File: config.mk
export PLATFORM = sky130hd
export DESIGN_NAME = seven_segment_driver
export DESIGN_NICKNAME = d
export VERILOG_FILES = /design/src/rtl/seven_segment_driver.sv
export SDC_FILE = /design/constraint.sdc
export NUM_CORES = 1
export LEC_CHECK = 0
export CAP_MARGIN = 20
export CORE_ASPECT_RATIO = 0.75
export CORE_MARGIN = 5
export CORE_UTILIZATION = 45
export DETAILED_ROUTE_END_ITERATION = 12
export GPL_ROUTABILITY_DRIVEN = 1
export GPL_TIMING_DRIVEN = 0
export PLACE_DENSITY = 0.69
export SLEW_MARGIN = 15
export SYNTH_ARGS = -nofsm -noshare
export SYNTH_HDL_FRONTEND = slang
export SYNTH_SLANG_ARGS = --single-unit
export TNS_END_PERCENT = 1
File: constraint.sdc
create_clock -name i_w_clk -period 8.3 [get_ports i_w_clk]
set_input_delay 2.075 -clock i_w_clk [delete_from_list [all_inputs] [get_ports i_w_clk]]
set_output_delay 2.075 -clock i_w_clk [all_outputs]
set_load 0.01 [all_outputs]
File: src/rtl/seven_segment_driver.sv
// Time-multiplexed seven-segment display driver.
// Each digit owns a slot of p_refresh_cycles clocks: a dark blanking interval
// of p_blank_cycles followed by the lit interval. The digit's inputs are
// captured on the last blanking cycle so the lit pattern is stable for the
// whole slot. All display pins come straight from flops.
module seven_segment_driver #(
    parameter int unsigned p_no_digits      = 4,
    parameter int unsigned p_refresh_cycles = 100000,
    parameter int unsigned p_blank_cycles   = 1000,
    parameter bit          p_active_low     = 1'b1
) (
    input  logic                     i_w_clk,
    input  logic                     i_w_reset,
    input  logic [4*p_no_digits-1:0] i_w_value,
    input  logic [p_no_digits-1:0]   i_w_digit_en,
    input  logic [p_no_digits-1:0]   i_w_dp,
    output logic [p_no_digits-1:0]   o_w_anode,
    output logic [6:0]               o_w_segments,
    output logic                     o_w_dp,
    output logic                     o_w_frame
);

    localparam int unsigned CntW = $clog2(p_refresh_cycles);
    localparam int unsigned IdxW = $clog2(p_no_digits);

    localparam logic [CntW-1:0] LastBlank = CntW'(p_blank_cycles - 1);
    localparam logic [CntW-1:0] LastShow  = CntW'(p_refresh_cycles - 1);
    localparam logic [IdxW-1:0] LastIdx   = IdxW'(p_no_digits - 1);

    // Inactive pin levels; XOR-ing an active-high pattern with these gives the pin value.
    localparam logic [p_no_digits-1:0] AnodeOff = {p_no_digits{p_active_low}};
    localparam logic [6:0]             SegOff   = {7{p_active_low}};
    localparam logic                   DpOff    = p_active_low;

    typedef enum logic {StBlank, StShow} state_e;

    state_e                 r_state;
    logic [CntW-1:0]        r_cnt;
    logic [IdxW-1:0]        r_index;
    logic [3:0]             r_hold_nib;
    logic                   r_hold_en;
    logic                   r_hold_dp;
    logic [p_no_digits-1:0] r_anode;
    logic [6:0]             r_seg;
    logic                   r_dp;
    logic                   r_frame;

    logic [3:0]             w_in_nib;
    logic [3:0]             w_src_nib;
    logic                   w_src_en;
    logic                   w_src_dp;
    logic [p_no_digits-1:0] w_onehot;
    logic [p_no_digits-1:0] w_lit_anode;
    logic [6:0]             w_lit_seg;
    logic                   w_lit_dp;

    // Active-high gfedcba pattern for one hex nibble.
    function automatic logic [6:0] f_decode(input logic [3:0] nib);
        logic [6:0] seg;
        case (nib)
            4'h0: seg = 7'h3F;
            4'h1: seg = 7'h06;
            4'h2: seg = 7'h5B;
            4'h3: seg = 7'h4F;
            4'h4: seg = 7'h66;
            4'h5: seg = 7'h6D;
            4'h6: seg = 7'h7D;
            4'h7: seg = 7'h07;
            4'h8: seg = 7'h7F;
            4'h9: seg = 7'h6F;
            4'hA: seg = 7'h77;
            4'hB: seg = 7'h7C;
            4'hC: seg = 7'h39;
            4'hD: seg = 7'h5E;
            4'hE: seg = 7'h79;
            4'hF: seg = 7'h71;
        endcase
        return seg;
    endfunction

    assign w_in_nib = i_w_value[{r_index, 2'b00} +: 4];
    assign w_onehot = {{(p_no_digits-1){1'b0}}, 1'b1} << r_index;

    // Lit pattern: from live inputs on the capture cycle, from the holding registers during SHOW.
    always_comb begin
        w_src_nib   = (r_state == StBlank) ? w_in_nib : r_hold_nib;
        w_src_en    = (r_state == StBlank) ? i_w_digit_en[r_index] : r_hold_en;
        w_src_dp    = (r_state == StBlank) ? i_w_dp[r_index] : r_hold_dp;
        w_lit_anode = w_src_en ? w_onehot : '0;
        w_lit_seg   = w_src_en ? f_decode(w_src_nib) : 7'h00;
        w_lit_dp    = w_src_en & w_src_dp;
    end

    // Scan FSM: slot counter, digit index, input capture and registered pin drive.
    always_ff @(posedge i_w_clk) begin
        if (i_w_reset) begin
            r_state    <= StBlank;
            r_cnt      <= '0;
            r_index    <= '0;
            r_hold_nib <= 4'h0;
            r_hold_en  <= 1'b0;
            r_hold_dp  <= 1'b0;
            r_anode    <= AnodeOff;
            r_seg      <= SegOff;
            r_dp       <= DpOff;
            r_frame    <= 1'b0;
        end else begin
            r_frame <= 1'b0;
            unique case (r_state)
                StBlank: begin
                    r_cnt <= r_cnt + CntW'(1);
                    if (r_cnt == LastBlank) begin
                        r_hold_nib <= w_in_nib;
                        r_hold_en  <= i_w_digit_en[r_index];
                        r_hold_dp  <= i_w_dp[r_index];
                        r_anode    <= w_lit_anode ^ AnodeOff;
                        r_seg      <= w_lit_seg ^ SegOff;
                        r_dp       <= w_lit_dp ^ DpOff;
                        r_frame    <= (r_index == '0);
                        r_state    <= StShow;
                    end
                end
                StShow: begin
                    if (r_cnt == LastShow) begin
                        r_cnt   <= '0;
                        r_index <= (r_index == LastIdx) ? '0 : r_index + IdxW'(1);
                        r_anode <= AnodeOff;
                        r_seg   <= SegOff;
                        r_dp    <= DpOff;
                        r_state <= StBlank;
                    end else begin
                        r_cnt   <= r_cnt + CntW'(1);
                        r_anode <= w_lit_anode ^ AnodeOff;
                        r_seg   <= w_lit_seg ^ SegOff;
                        r_dp    <= w_lit_dp ^ DpOff;
                    end
                end
            endcase
        end
    end

    assign o_w_anode    = r_anode;
    assign o_w_segments = r_seg;
    assign o_w_dp       = r_dp;
    assign o_w_frame    = r_frame;

endmodule
==> flow_summary_export.csv, run 1 <==
group,metric,value,unit
drt,drtPass1Iterations,5,
floorplan,ioPinCount,39,
global_routing,grt_max_degree,14,
power_and_ir_drop,p_comb_share,10.4,%
finish,diodes,0,
drt,drc_errors,0,
timing,drv_slew,0,
finish,fin_util,59.0,%
power_and_ir_drop,power_frac_seq,46.9,%
timing,maxSlewHeadroom,44.7,%
power_and_ir_drop,power_switching,92.9,uW
yosys,syn_inst,256,
floorplan,row_count,22,
global_routing,grt_overflow,0,
setup_path,path_cells,"clkdlybuf4s50_1 > mux4_2 > mux2_2 > inv_1 > ha_1 > inv_1 > a2111oi_0 > a311oi_1 > o211a_1 > o32a_1",
yosys,synth_edf_count,0,
yosys,syn_area_per_cell,9.27,um^2
placement,port_buffers,37,
drt,ant_nets,0,
clock_tree,htree_levels,2,
clock_tree,path_clk_slew,90,ps
power_and_ir_drop,total_power,403,uW
placement,place_area,2830,um^2
timing,setup_viol,0,
finish,finalNetCount,337,
power_and_ir_drop,power_leakage,1.15,nW
outcome,status,"finished clean",
yosys,ys.flop_type,"dfxtp_1",
yosys,synth_cell_types,58,
floorplan,start_util,47.4,%
timing,hold_ws,469,ps
setup_path,cp.arrival,4790,ps
setup_path,critPathRequiredTime,8480,ps
drt,wl_per_cell,16.0,um
timing,setup_ws,3690,ps
finish,areaGrowthSynthToFinish,24.5,%
timing,min_period_over_period,55.6,%
clock_tree,clock-sinks,39,
flow_run,cap_violations,0,
timing,fin_tns_setup,0,ps
power_and_ir_drop,peakVddDrop,0.102,mV
placement,post-place-ws,3410,ps
finish,drive_above_1_share,12.6,%
clock_tree,clock_path_buffers,2,
setup_path,crit_buf_inv,3,
timing,skew,6.80,ps
clock_tree,cts-buffers-inserted,5,
drt,drt-vias-per-instance,5.54,
global_routing,grt_usage,17.8,%
floorplan,die-area,6840,um^2
yosys,ys_seq_area_share,32.9,%
hold_path,holdCritPathClass,"reg2reg",
floorplan,fp.dieH,72.9,um
clock_tree,cts.repair.resized,0,
finish,fin_area,2960,um^2
drt,drt_iter0_markers,133,
setup_path,critPathCaptureType,"register",
drt,drt-total-wl,5950,um
timing,tightest_slew,823,ps
timing,finalHoldViolations,0,
yosys,synth_area,2370,um^2
floorplan,core,5010,um^2
clock_tree,clock_latency,290,ps
timing,rsz0062_at_grt,"false",
clock_tree,hold_buffers,0,
finish,fin_cells,373,
yosys,yosys_warnings,0,
power_and_ir_drop,power_switching_share,23.1,%
power_and_ir_drop,p_int,310,uW
setup_path,cpPeakStageDelay,500,ps
placement,place_congestion,0.890,
floorplan,fp.dieW,93.9,um
power_and_ir_drop,clkPwrFrac,42.6,%
global_routing,antenna_found_initial,0,
global_routing,grt_pass1_wl,9630,um
setup_path,critPathKind,"in2reg",
clock_tree,post_cts_buffers,0,
power_and_ir_drop,p_per_area,136,nW/um^2
clock_tree,cts_tree,"yes",
setup_path,cp-start-kind,"input port",
timing,max_freq,217,MHz
yosys,ys_ff_latch,39,
yosys,synthArstFlopShare,0,%
setup_path,cp_top_family,"compound AO/OA/AOI/OAI gates",
yosys,synth_fp_nets,293,
placement,place_inst,365,
drt,vias,2066,
setup_path,crit_path_max_fanout,4,
timing,fin_crit,4610,ps
clock_tree,cts_root_buf,"clkbuf_8",
placement,dp_hpwl,4510,um
setup_path,crit_path_top_delay_cell,"mux4_2",
global_routing,grt_pass1_vias,1931,
setup_path,path_common_cell,"inv_1",
cells in the mapped netlist, types with 2 or more instances:
master / number / area [um^2]
a21oi_1: 8 / 40.0
mux2i_1: 11 / 110
and4_1: 2 / 17.5
nand4bb_1: 2 / 22.5
nand2_1: 15 / 56.3
and3_1: 7 / 43.8
dfxtp_1: 39 / 781
nand4_1: 4 / 25.0
nor2_1: 37 / 139
clkbuf_1: 4 / 15.0
o31ai_1: 2 / 15.0
buf_2: 6 / 30.0
nand2b_1: 4 / 25.0
ha_1: 11 / 138
nor4b_1: 2 / 17.5
o21bai_1: 6 / 45.0
xor2_1: 10 / 87.6
or2_2: 3 / 18.8
nand3_1: 8 / 40.0
o22ai_2: 2 / 25.0
nor3_1: 4 / 20.0
nand3b_1: 2 / 15.0
xnor2_1: 5 / 43.8
or3_1: 2 / 12.5
o21ai_0: 3 / 15.0
mux2_2: 4 / 45.0
inv_1: 9 / 33.8
o32a_1: 7 / 70.1
nor4_1: 2 / 12.5
mux4_2: 5 / 113
nor3b_1: 3 / 22.5
final timing paths:
kind	startpoint	to	slack (ps)	depth (start not counted)
min reg2reg	r_cnt[0]	r_cnt[0]	470	1
max reg2reg	r_index[0]	o_w_segments[4]	5160	10
max	i_w_value[0]	o_w_segments[4]	3690	10
min	r_cnt[0]	r_cnt[0]	470	1
worst reg2reg max path, stage by stage (launching register included):
cell and delay [ps]:
dfxtp_1 500, buf_6 210, mux4_2 540, mux2_2 320, inv_1 150, ha_1 230
inv_1 70, a2111oi_0 360, a311oi_1 100, o211a_1 220, o32a_1 320
placed cells by master, fill, tap and decap left out, types with 4 or more instances in the layout:
master	Yosys	routed
a21oi_1	8	8
and3_1	7	7
buf_2	6	6
clkbuf_1	4	4
clkbuf_8	0	6
clkdlybuf4s50_1	0	37
dfxtp_1	39	39
ha_1	11	11
inv_1	9	9
mux2_2	4	4
mux2i_1	11	11
mux4_2	5	5
nand2_1	15	15
nand2b_1	4	4
nand3_1	8	8
nand4_1	4	4
nor2_1	37	37
nor3_1	4	4
o21bai_1	6	6
o32a_1	7	7
xnor2_1	5	5
xor2_1	10	10
state kept, by name, summed over array words and instances (netlist names):
register / count
r_hold_en: 1
o_w_anode: 4
r_hold_dp: 1
r_state: 1
r_index: 2
o_w_dp: 1
r_cnt: 17
o_w_frame: 1
r_hold_nib: 4
o_w_segments: 7
cell families after synthesis:
logic type | after synthesis | synth area share, %
XOR/XNOR | 15 | 5.53
multiplexers | 22 | 12.7
buffers and inverters | 23 | 4.48
flip-flops | 39 | 32.9
AND/OR/NAND/NOR | 106 | 25.2
adder cells (fa/ha/maj) | 11 | 5.80
AO/OA/AOI/OAI | 40 | 13.4
metal layers:
metal  up-vias  global-route usage [%]  wire length, um
met5         -                       0                0
met4         0                    4.49               72
met3         9                    4.74              461
met2        89                    23.9             2280
met1       955                    27.6             3140
li1       1013                       -                -
layout make-up:
type | count | area, um^2
Buffer | 14 | 72.6
Clock buffer | 6 | 82.6
Clock inverter | 2 | 38.8
Fill cell | 486 | 2050
Inverter | 9 | 33.8
Multi-Input combinational cell | 194 | 1490
Sequential cell | 39 | 781
Tap cell | 72 | 90.1
Timing Repair Buffer | 37 | 370
power groups by stage:
stage,Clock (mW),Sequential (mW),Combinational [mW]
4_1_cts,0.174,0.189,0.0418
5_1_grt,0.182,0.189,0.0459
6_report,0.172,0.189,0.0421
3_3_place_gp,0,0.193,0.0408
2_1_floorplan,0,0.193,0.0232
3_5_place_dp,0,0.193,0.0415
No activity file was read; power rests on OpenSTA's default activity.
==> run 2: changes to the inputs <==
==> constraint.sdc (replaced) <==
create_clock -name i_w_clk -period 4.7 [get_ports i_w_clk]
set_input_delay 1.175 -clock i_w_clk [delete_from_list [all_inputs] [get_ports i_w_clk]]
set_output_delay 1.175 -clock i_w_clk [all_outputs]
set_load 0.01 [all_outputs]
==> results of run 2 <==
The final DEF is identical to that of run 1. Status: finished clean.
Main changes from that run: setup slack after placement 3410 ps -> 710 ps; setup slack after layout 3690 ps -> 987 ps; register-to-register setup slack 5160 ps -> 1560 ps; total power 0.403 mW -> 0.711 mW; worst IR drop on VDD 0.102 mV -> 0.181 mV
